--- config.mk ---
export PLATFORM = sky130hd
export DESIGN_NAME = mem_arbiter
export DESIGN_NICKNAME = d
export VERILOG_FILES = /design/src/rtl/mem_arb_pkg.sv /design/src/rtl/starve_counter.sv /design/src/rtl/mem_arbiter.sv
export SDC_FILE = /design/constraint.sdc
export NUM_CORES = 1
export LEC_CHECK = 0
export CAP_MARGIN = 0
export CORE_AREA = 2 2 128 130
export CTS_CLUSTER_SIZE = 30
export DETAILED_ROUTE_END_ITERATION = 12
export DIE_AREA = 0 0 130 132
export GPL_TIMING_DRIVEN = 0
export PLACE_DENSITY = 0.83
export SYNTH_ARGS = -nofsm -noshare
export SYNTH_HDL_FRONTEND = slang
export SYNTH_SLANG_ARGS = --single-unit
--- constraint.sdc ---
create_clock -name clk -period 1.7 [get_ports clk]
set_input_delay 0.17 -clock clk [delete_from_list [all_inputs] [get_ports clk]]
set_output_delay 0.17 -clock clk [all_outputs]
set_load 0.1 [all_outputs]
--- src/rtl/mem_arb_pkg.sv ---
// ============================================================================
// Module   : mem_arb_pkg
// Purpose  : Shared types and helpers for the unified main-memory arbiter.
//            Holds the arbiter state encoding, the requester-owner encoding,
//            the big-endian byte-lane array used on the memory data buses,
//            and the word <-> lane pack/unpack helpers.
// Revision : 1.0  initial release
// ============================================================================
`default_nettype none

package mem_arb_pkg;

  localparam int unsigned WORD_W = 32;
  localparam int unsigned CNT_W  = 4;

  // Arbiter FSM states
  typedef enum logic [1:0] {
    ARB_IDLE    = 2'd0,
    ARB_ACCESS  = 2'd1,
    ARB_RESPOND = 2'd2
  } arb_state_t;

  // Current / last grant holder
  typedef enum logic {
    OWNER_I = 1'b0,
    OWNER_D = 1'b1
  } arb_owner_t;

  // Four byte lanes, lane 0 is the most significant byte of the word
  typedef logic [0:3][7:0] byte_lanes_t;

  // Split a word into big-endian byte lanes
  function automatic byte_lanes_t word_to_lanes(input logic [WORD_W-1:0] w);
    byte_lanes_t l;
    l[0] = w[31:24];
    l[1] = w[23:16];
    l[2] = w[15:8];
    l[3] = w[7:0];
    return l;
  endfunction

  // Reassemble a word from big-endian byte lanes
  function automatic logic [WORD_W-1:0] lanes_to_word(input byte_lanes_t l);
    return {l[0], l[1], l[2], l[3]};
  endfunction

endpackage

`default_nettype wire

--- src/rtl/starve_counter.sv ---
// ============================================================================
// Module   : starve_counter
// Purpose  : Saturating 4-bit counter used to track how many consecutive
//            cycles the instruction-fetch side has been kept waiting.
//            Clear has priority over increment; the count never exceeds
//            STARVE_LIMIT.
// Ports    : clk        - clock, rising edge
//            rst_b      - asynchronous active-low reset
//            i_inc      - count one more waiting cycle
//            i_clr      - return the count to zero
//            o_at_limit - count equals STARVE_LIMIT
// Revision : 1.0  initial release
// ============================================================================
`default_nettype none

module starve_counter
  import mem_arb_pkg::*;
#(
  parameter int unsigned STARVE_LIMIT = 4
) (
  input  logic clk,
  input  logic rst_b,
  input  logic i_inc,
  input  logic i_clr,
  output logic o_at_limit
);

  localparam logic [CNT_W-1:0] c_LIMIT = CNT_W'(STARVE_LIMIT);

  logic [CNT_W-1:0] r_count;

  always_ff @(posedge clk or negedge rst_b) begin
    if (!rst_b) begin
      r_count <= '0;
    end else if (i_clr) begin
      r_count <= '0;
    end else if (i_inc && (r_count < c_LIMIT)) begin
      r_count <= r_count + 1'b1;
    end
  end

  assign o_at_limit = (r_count == c_LIMIT);

endmodule

`default_nettype wire

--- src/rtl/mem_arbiter.sv ---
// ============================================================================
// Module   : mem_arbiter
// Purpose  : Shares the single unified main-memory port between the
//            instruction-fetch side (I) and the data-cache side (D).
//            Whole transactions are serialised: a request is sampled in
//            IDLE, held in ACCESS for MEM_LATENCY cycles, and answered with
//            a one-cycle ready pulse in RESPOND. D has fixed priority; a
//            starvation counter forces an I grant once I has waited
//            STARVE_LIMIT cycles.
// Ports    : clk, rst_b          - clock / async active-low reset
//            i_req, i_addr       - instruction read request and address
//            i_ready, i_rdata    - instruction ready pulse and read word
//            d_req, d_we         - data request, 1 = write
//            d_addr, d_wdata     - data address and write word
//            d_ready, d_rdata    - data ready pulse and read word
//            mem_addr            - memory address (latched per transaction)
//            mem_data_in         - write lanes to memory (big-endian)
//            mem_write_en        - write strobe, first ACCESS cycle only
//            mem_data_out        - read lanes from memory (big-endian)
//            busy                - high in ACCESS and RESPOND
//            owner               - current or last grant (0 = I, 1 = D)
// Revision : 1.0  initial release
// ============================================================================
`default_nettype none

module mem_arbiter
  import mem_arb_pkg::*;
#(
  parameter int unsigned MEM_LATENCY  = 2,
  parameter int unsigned STARVE_LIMIT = 4
) (
  input  logic        clk,
  input  logic        rst_b,
  // instruction-fetch side
  input  logic        i_req,
  input  logic [31:0] i_addr,
  output logic        i_ready,
  output logic [31:0] i_rdata,
  // data-cache side
  input  logic        d_req,
  input  logic        d_we,
  input  logic [31:0] d_addr,
  input  logic [31:0] d_wdata,
  output logic        d_ready,
  output logic [31:0] d_rdata,
  // memory port
  output logic [31:0] mem_addr,
  output byte_lanes_t mem_data_in,
  output logic        mem_write_en,
  input  byte_lanes_t mem_data_out,
  // status
  output logic        busy,
  output arb_owner_t  owner
);

  // ACCESS lasts MEM_LATENCY cycles, so the down-counter starts one short
  localparam logic [CNT_W-1:0] c_CNT_LOAD = CNT_W'(MEM_LATENCY - 1);

  arb_state_t       r_state;
  logic [CNT_W-1:0] r_cnt;
  arb_owner_t       r_owner;
  logic             r_we;
  logic [31:0]      r_mem_addr;
  byte_lanes_t      r_mem_data_in;
  logic             r_mem_we;
  logic [31:0]      r_i_rdata;
  logic [31:0]      r_d_rdata;
  logic             r_i_ready;
  logic             r_d_ready;
  logic             r_busy;

  logic w_idle;
  logic w_at_limit;
  logic w_grant_d;
  logic w_grant_i;
  logic w_i_owns;
  logic w_starve_inc;
  logic w_starve_clr;

  assign w_idle = (r_state == ARB_IDLE);

  // D wins a contested IDLE edge unless I has waited out the limit
  assign w_grant_d = w_idle && d_req && !(i_req && w_at_limit);
  assign w_grant_i = w_idle && i_req && !w_grant_d;

  // I is being served while a transaction it owns is in flight
  assign w_i_owns     = !w_idle && (r_owner == OWNER_I);
  assign w_starve_inc = i_req && !w_i_owns;
  assign w_starve_clr = !i_req || w_grant_i;

  starve_counter #(
    .STARVE_LIMIT (STARVE_LIMIT)
  ) u_starve (
    .clk        (clk),
    .rst_b      (rst_b),
    .i_inc      (w_starve_inc),
    .i_clr      (w_starve_clr),
    .o_at_limit (w_at_limit)
  );

  always_ff @(posedge clk or negedge rst_b) begin
    if (!rst_b) begin
      r_state       <= ARB_IDLE;
      r_cnt         <= '0;
      r_owner       <= OWNER_I;
      r_we          <= 1'b0;
      r_mem_addr    <= '0;
      r_mem_data_in <= '0;
      r_mem_we      <= 1'b0;
      r_i_rdata     <= '0;
      r_d_rdata     <= '0;
      r_i_ready     <= 1'b0;
      r_d_ready     <= 1'b0;
      r_busy        <= 1'b0;
    end else begin
      // Pulses default low; each is raised for exactly one cycle below
      r_i_ready <= 1'b0;
      r_d_ready <= 1'b0;
      r_mem_we  <= 1'b0;

      case (r_state)
        ARB_IDLE: begin
          if (w_grant_d || w_grant_i) begin
            r_state       <= ARB_ACCESS;
            r_busy        <= 1'b1;
            r_cnt         <= c_CNT_LOAD;
            r_owner       <= w_grant_d ? OWNER_D : OWNER_I;
            r_mem_addr    <= w_grant_d ? d_addr : i_addr;
            // Instruction fetches are always reads
            r_we          <= w_grant_d && d_we;
            r_mem_we      <= w_grant_d && d_we;
            r_mem_data_in <= word_to_lanes(d_wdata);
          end
        end

        ARB_ACCESS: begin
          if (r_cnt == '0) begin
            r_state <= ARB_RESPOND;
            if (r_owner == OWNER_D) begin
              r_d_ready <= 1'b1;
              // Writes leave the previous read data in place
              if (!r_we) begin
                r_d_rdata <= lanes_to_word(mem_data_out);
              end
            end else begin
              r_i_ready <= 1'b1;
              r_i_rdata <= lanes_to_word(mem_data_out);
            end
          end else begin
            r_cnt <= r_cnt - 1'b1;
          end
        end

        ARB_RESPOND: begin
          r_state <= ARB_IDLE;
          r_busy  <= 1'b0;
        end

        default: begin
          r_state <= ARB_IDLE;
          r_busy  <= 1'b0;
        end
      endcase
    end
  end

  assign i_ready      = r_i_ready;
  assign i_rdata      = r_i_rdata;
  assign d_ready      = r_d_ready;
  assign d_rdata      = r_d_rdata;
  assign mem_addr     = r_mem_addr;
  assign mem_data_in  = r_mem_data_in;
  assign mem_write_en = r_mem_we;
  assign busy         = r_busy;
  assign owner        = r_owner;

endmodule

`default_nettype wire

---- After elaboration in Yosys (flattened, before gate mapping) ----
Index checks and enable logic that the tools add are counted.
operators by class
  multiplexer cells ....................... 20
  bitwise operators ....................... 3
  shift operators ......................... 0
  equality and inequality tests ........... 5
  magnitude comparators ................... 1
  $mul .................................... 0
  add/sub/neg operators ................... 2
  divide/modulo/power cells ............... 0
  reductions and logical operators ........ 26
operators by type and width
  cell                                                number
  two-way mux 32 bit                                  1
  two-way mux 4 bit                                   4
  two-way mux 1 bit                                   10
  logical AND 1 bit                                   9
  case mux 4 bit (2 select lines)                     1
  AND reduction 2 bit                                 3
  AND reduction 3 bit                                 2
  zero test 1 bit                                     5
  adder 4 x 1 -> 4 bit, second input constant         1
  == test 4 x 3 -> 1 bit, second input constant       1
  zero test 4 bit                                     1
  < comparator 4 x 3 -> 1 bit, second input constant  1
  two-way mux 2 bit                                   2
  != test 2 bit, second input constant                2
  case mux 2 bit (2 select lines)                     1
  AND reduction 4 bit                                 1
  nonzero test 2 bit                                  2
  subtractor 4 x 1 -> 4 bit, second input constant    1
  inverter 1 bit                                      3
  == test 2 x 1 -> 1 bit, second input constant       1
  zero test 2 bit                                     1
  logical OR 1 bit                                    2
  != test 2 x 1 -> 1 bit, second input constant       1
  case mux 1 bit (2 select lines)                     1
word-level totals
  latch bits .............................. 0
  memories kept ........................... 0
  ROM bits ................................ 0
  RAM bits ................................ 0
  word-level logic and storage cells ...... 73
  output and inout port bits .............. 133
  bits in registers ....................... 144

---- Logic depth before layout (Yosys ltp) ----
  depth after elaboration ................. 9
  mapped depth ............................ 7
  mapped depth without buffers ............ 6

---- Hierarchy ----
A second synthesis with hierarchy kept.
unflattened totals
  cell total of the unflattened synthesis .. 379
  area, all modules ....................... 5957.0 µm²
by module, submodules not included
  module          area an instance (µm²)  cells an instance  instances  seq. area each (µm²)
  mem_arbiter     5728.0                  359                1          3503.4
  starve_counter  229.0                   20                 1          100.1

---- Worst setup path before layout ----
Ideal clock, no wire load.
  path type ............................... reg-to-reg
  start ................................... register r_owner, in the netlist owner
  end ..................................... register r_d_rdata[10], in the netlist d_rdata[10]
  period minus slack after synthesis ...... 2183 ps
  path buffers ............................ 1
  library setup time ...................... 125 ps
  data arrival time ....................... 2058 ps
  stages on the path, launching flop included .. 5
  slack ................................... -483 ps
  cells stage by stage .................... dfrtp_1 -> inv_1 -> nor3_4 -> buf_6 -> mux2_2
between the ends
  longest elaborated chain between the ends .. 1
RTL lines
  element                        RTL line            RTL
  start: declaration             mem_arbiter.sv:61   arb_owner_t r_owner;
  start signal: assignment       mem_arbiter.sv:127  r_owner <= w_grant_d ? OWNER_D : OWNER_I;
  AND reduction 4 bit (no line)  --
  end signal: assignment         mem_arbiter.sv:143  r_d_rdata <= lanes_to_word(mem_data_out);
  end: declaration               mem_arbiter.sv:67   logic [31:0] r_d_rdata;
No other way between the ends.
A chain may end at the register's enable or synchronous reset.

---- Worst setup path in the final report ----
  start ................................... register r_cnt[0]
  end ..................................... register r_d_rdata[12], in the netlist d_rdata[12]
between the ends
  longest elaborated chain between the ends .. 2
RTL lines
  element                        RTL line            RTL
  start: declaration             mem_arbiter.sv:60   logic [CNT_W-1:0] r_cnt;
  start signal: assignment       mem_arbiter.sv:126  r_cnt <= c_CNT_LOAD;
  start signal: assignment       mem_arbiter.sv:150  r_cnt <= r_cnt - 1'b1;
  zero test 4 bit                mem_arbiter.sv:137  if (r_cnt == '0) begin
  AND reduction 4 bit (no line)  --
No other way between the ends.

==> results.md <==
- Failing checks: setup timing
- Vias in the first global route: roughly 5300
- Routed Antenna Nets: 0
- Synthesized instance count: 522
- Starting Density: a little under two fifths
- Critical path required time: 1.99 ns
- Critical Path Sink: d_rdata[12]
- Layout fillers: 1177
- Fin crit period: 1.99 ns
- Placed cells: 1004
- Layout Nets: 959
- Die H: 132 um
- CP endpoint kind: flip-flop
- DRT iter0 DRCs: 276
- Synth cell types: 37
- Layout cells sized above 1: between 30% and 40%
- Reg2Reg Depth: 8
- Post-Syn Area: 5870 um^2
- CP Class: reg -> reg
- Worst hold path type: in -> reg
- Reg2Reg Setup Slack: -0.29 ns
- First-pass GRT wire length: 28300 um
- Worst slew margin: 55.2%
- Most common flop cell mapped by yosys: dfrtp_1
- Syn nets: roughly 660
- Worst Slack Setup Final: -0.288 ns
- Status: complete, but fails checks
- Origin of the critical flop-to-flop path: r_cnt[0]
- Routed WL per cell: 17.7 um
- Htree depth: 4
- Mapped Avg Cell Area: 11.3 um^2
- Final slew viol count: 0
- Launch point of the worst path: r_cnt[0]
- Post-DP HPWL: roughly 12000 um
- Port bufs: 265
- Worst-path clk slew: 0.06 ns
- Asr flop ratio synth: 100%
- Clock Tree Root: clkbuf_16
- Sequential share of the synthesized area: 61.3%
- Non-Filler Instances: 1051
- Post-synth EDFFs: 0
- CP max FO: 10
- Sum of negative setup slack: -15.32 ns
- Least-Margin Pin Slew: 0.671 ns
- RSZ-0062 raised after global routing: true
- TritonCTS clock tree: yes
- Design area: 10300 um^2
- Initial antenna violation count: 0
- Crit path launch type: flip-flop
- # DRC: 0
- Skew final: 0.00672 ns
- Top Ports: between 200 and 300
- Multi-input logic area: 2330 um^2
- Die Width: about 130 um
- GP Congestion: 0.795
- Routed via count: 5102
- Row cnt: 46
- Crit share post-route: 117%
- Yosys warnings: 0
- Clk sinks: 144
- ANT cells: 0
- Total die area: 17200 um^2
- Total grt overflow: 0
- Clk buf depth: 2
- Gr usage total: a little over a fifth
- #FFs+latches synth: 144
- Largest net degree at the start of global routing: 75
- Worst EP arrival: 2.28 ns
- Register Area: between 3000 and 4000 um^2
- Area Overhead vs Synth: 75.3%
- Worst skew pair latency: 0.41 ns
- Placed inst area: 8840 um^2
- Total CTS buffers: 17
- Via density: a little under 5
- Final setup viols: 64
- Reg-to-Reg End: d_rdata[12]
- Max-cap viol count: 0
- DRT Wirelength: 18600 um
- Post-layout util: 65.5%
- Fmax achieved: 503 MHz
- Core Footprint: 15700 um^2
- Fin. Hold Viols: 0
- DRT Pass-1 Iters: 4
## timing repair
action,in CTS,in global routing
hold buffers,1,0
endpoints found under the setup margin,261,128
setup buffers,10,1
resized for setup,477,38
pin swaps,3,0
hold endpoints to repair,70,0
gates cloned,2,3
## routing by layer
layer | track usage [%] | vias up | wire length [um]
met1 | 25.5 | 2505 | 7460
met5 | 0 | - | 0
li1 | - | 2359 | -
met4 | 7.41 | 0 | 232
met3 | 5.97 | 18 | 1430
met2 | 36.2 | 220 | 9500
## synthesized netlist by cell type (all sizes together), types with 2 or more instances
cell | number | share of area, %
a21oi | 3 | 0.26
buf | 18 | 2.0
nand2b | 2 | 0.34
inv | 10 | 0.64
nand3 | 2 | 0.17
dfrtp | 144 | 61
ha | 4 | 0.85
nor3 | 2 | 0.36
nor2 | 106 | 6.9
nand2 | 99 | 6.3
a221oi | 32 | 4.9
mux2 | 65 | 12
o21ai | 7 | 0.60
clkbuf | 14 | 0.89
## critical path: stages, from the launching register on
cell and delay [ns]:
dfrtp_1 0.40, inv_2 0.10, ha_4 0.14, nand2b_4 0.05, or3_4 0.37, nor3_4 0.17
buf_12 0.17, buf_12 0.14, mux2_2 0.33
## flip-flops by register name, indices dropped and copies added (netlist names)
| signal | count |
|---|---|
| r_we | 1 |
| r_cnt | 4 |
| mem_write_en | 1 |
| r_state | 2 |
| d_rdata | 32 |
| busy | 1 |
| mem_addr | 32 |
| d_ready | 1 |
| i_ready | 1 |
| u_starve.r_count | 4 |
| owner | 1 |
| mem_data_in | 32 |
| i_rdata | 32 |
## metrics by stage
stage / setup WS, ns / hold WS (ns)
finish: -0.288 / 0.285
global route: -0.342 / 0.288
CTS: -0.275 / 0.263
detailed placement: -0.515 / 0.224
global placement: -5.98 / 0.457
floorplan: -0.218 / -0.126
## worst min path at each step
stage                    start              end  slack [ns]  cells past startpoint
2_1_floorplan            rst_b             busy       -0.13                      0
3_3_place_gp   mem_data_in[14]  mem_data_in[14]        0.46                      2
3_5_place_dp             rst_b      d_rdata[12]        0.22                      1
4_1_cts             d_wdata[4]   mem_data_in[4]        0.26                      3
5_1_grt             d_wdata[1]   mem_data_in[1]        0.29                      3
6_report            d_wdata[9]   mem_data_in[9]        0.28                      3
## cell usage in the layout (no fill, tap or decap), drive strengths merged, types with 3 or more instances in the layout
| master | netlist | layout |
|---|---|---|
| dfrtp | 144 | 144 |
| nor2 | 106 | 106 |
| o21ai | 7 | 7 |
| a21oi | 3 | 3 |
| buf | 18 | 36 |
| nand2 | 99 | 99 |
| inv | 10 | 15 |
| clkbuf | 14 | 32 |
| clkdlybuf4s50 | 0 | 131 |
| ha | 4 | 4 |
| a221oi | 32 | 32 |
| mux2 | 65 | 65 |
| clkdlybuf4s15 | 0 | 132 |
| bufinv | 0 | 5 |
| clkinv | 0 | 3 |
## cells by family (layout without fill, tap and decap cells)
| logic type | count (synthesis) | after routing | share of synthesized area, % |
|---|---|---|---|
| adder cells (fa/ha/maj) | 4 | 4 | 0.852 |
| AND/OR/NAND/NOR | 217 | 217 | 14.9 |
| AO/OA/AOI/OAI | 48 | 48 | 6.56 |
| multiplexers | 66 | 66 | 12.6 |
| flip-flops | 144 | 144 | 61.3 |
| buffers and inverters | 42 | 355 | 3.58 |
| XOR/XNOR | 1 | 1 | 0.149 |
## area by class of cell
type / instances / area share (%)
plain buffers: 30 / 2.66
clock buffers: 19 / 4.40
clock inverters: 13 / 2.16
inverters: 10 / 0.365
multi-input cells: 336 / 22.7
flip-flops and latches: 144 / 35.0
well taps: 216 / 2.63
repair buffers: 283 / 30.1
Power is left out: the tool's default activity adds up to more than one toggle a clock period on the data nets, which glitch-free logic cannot reach.
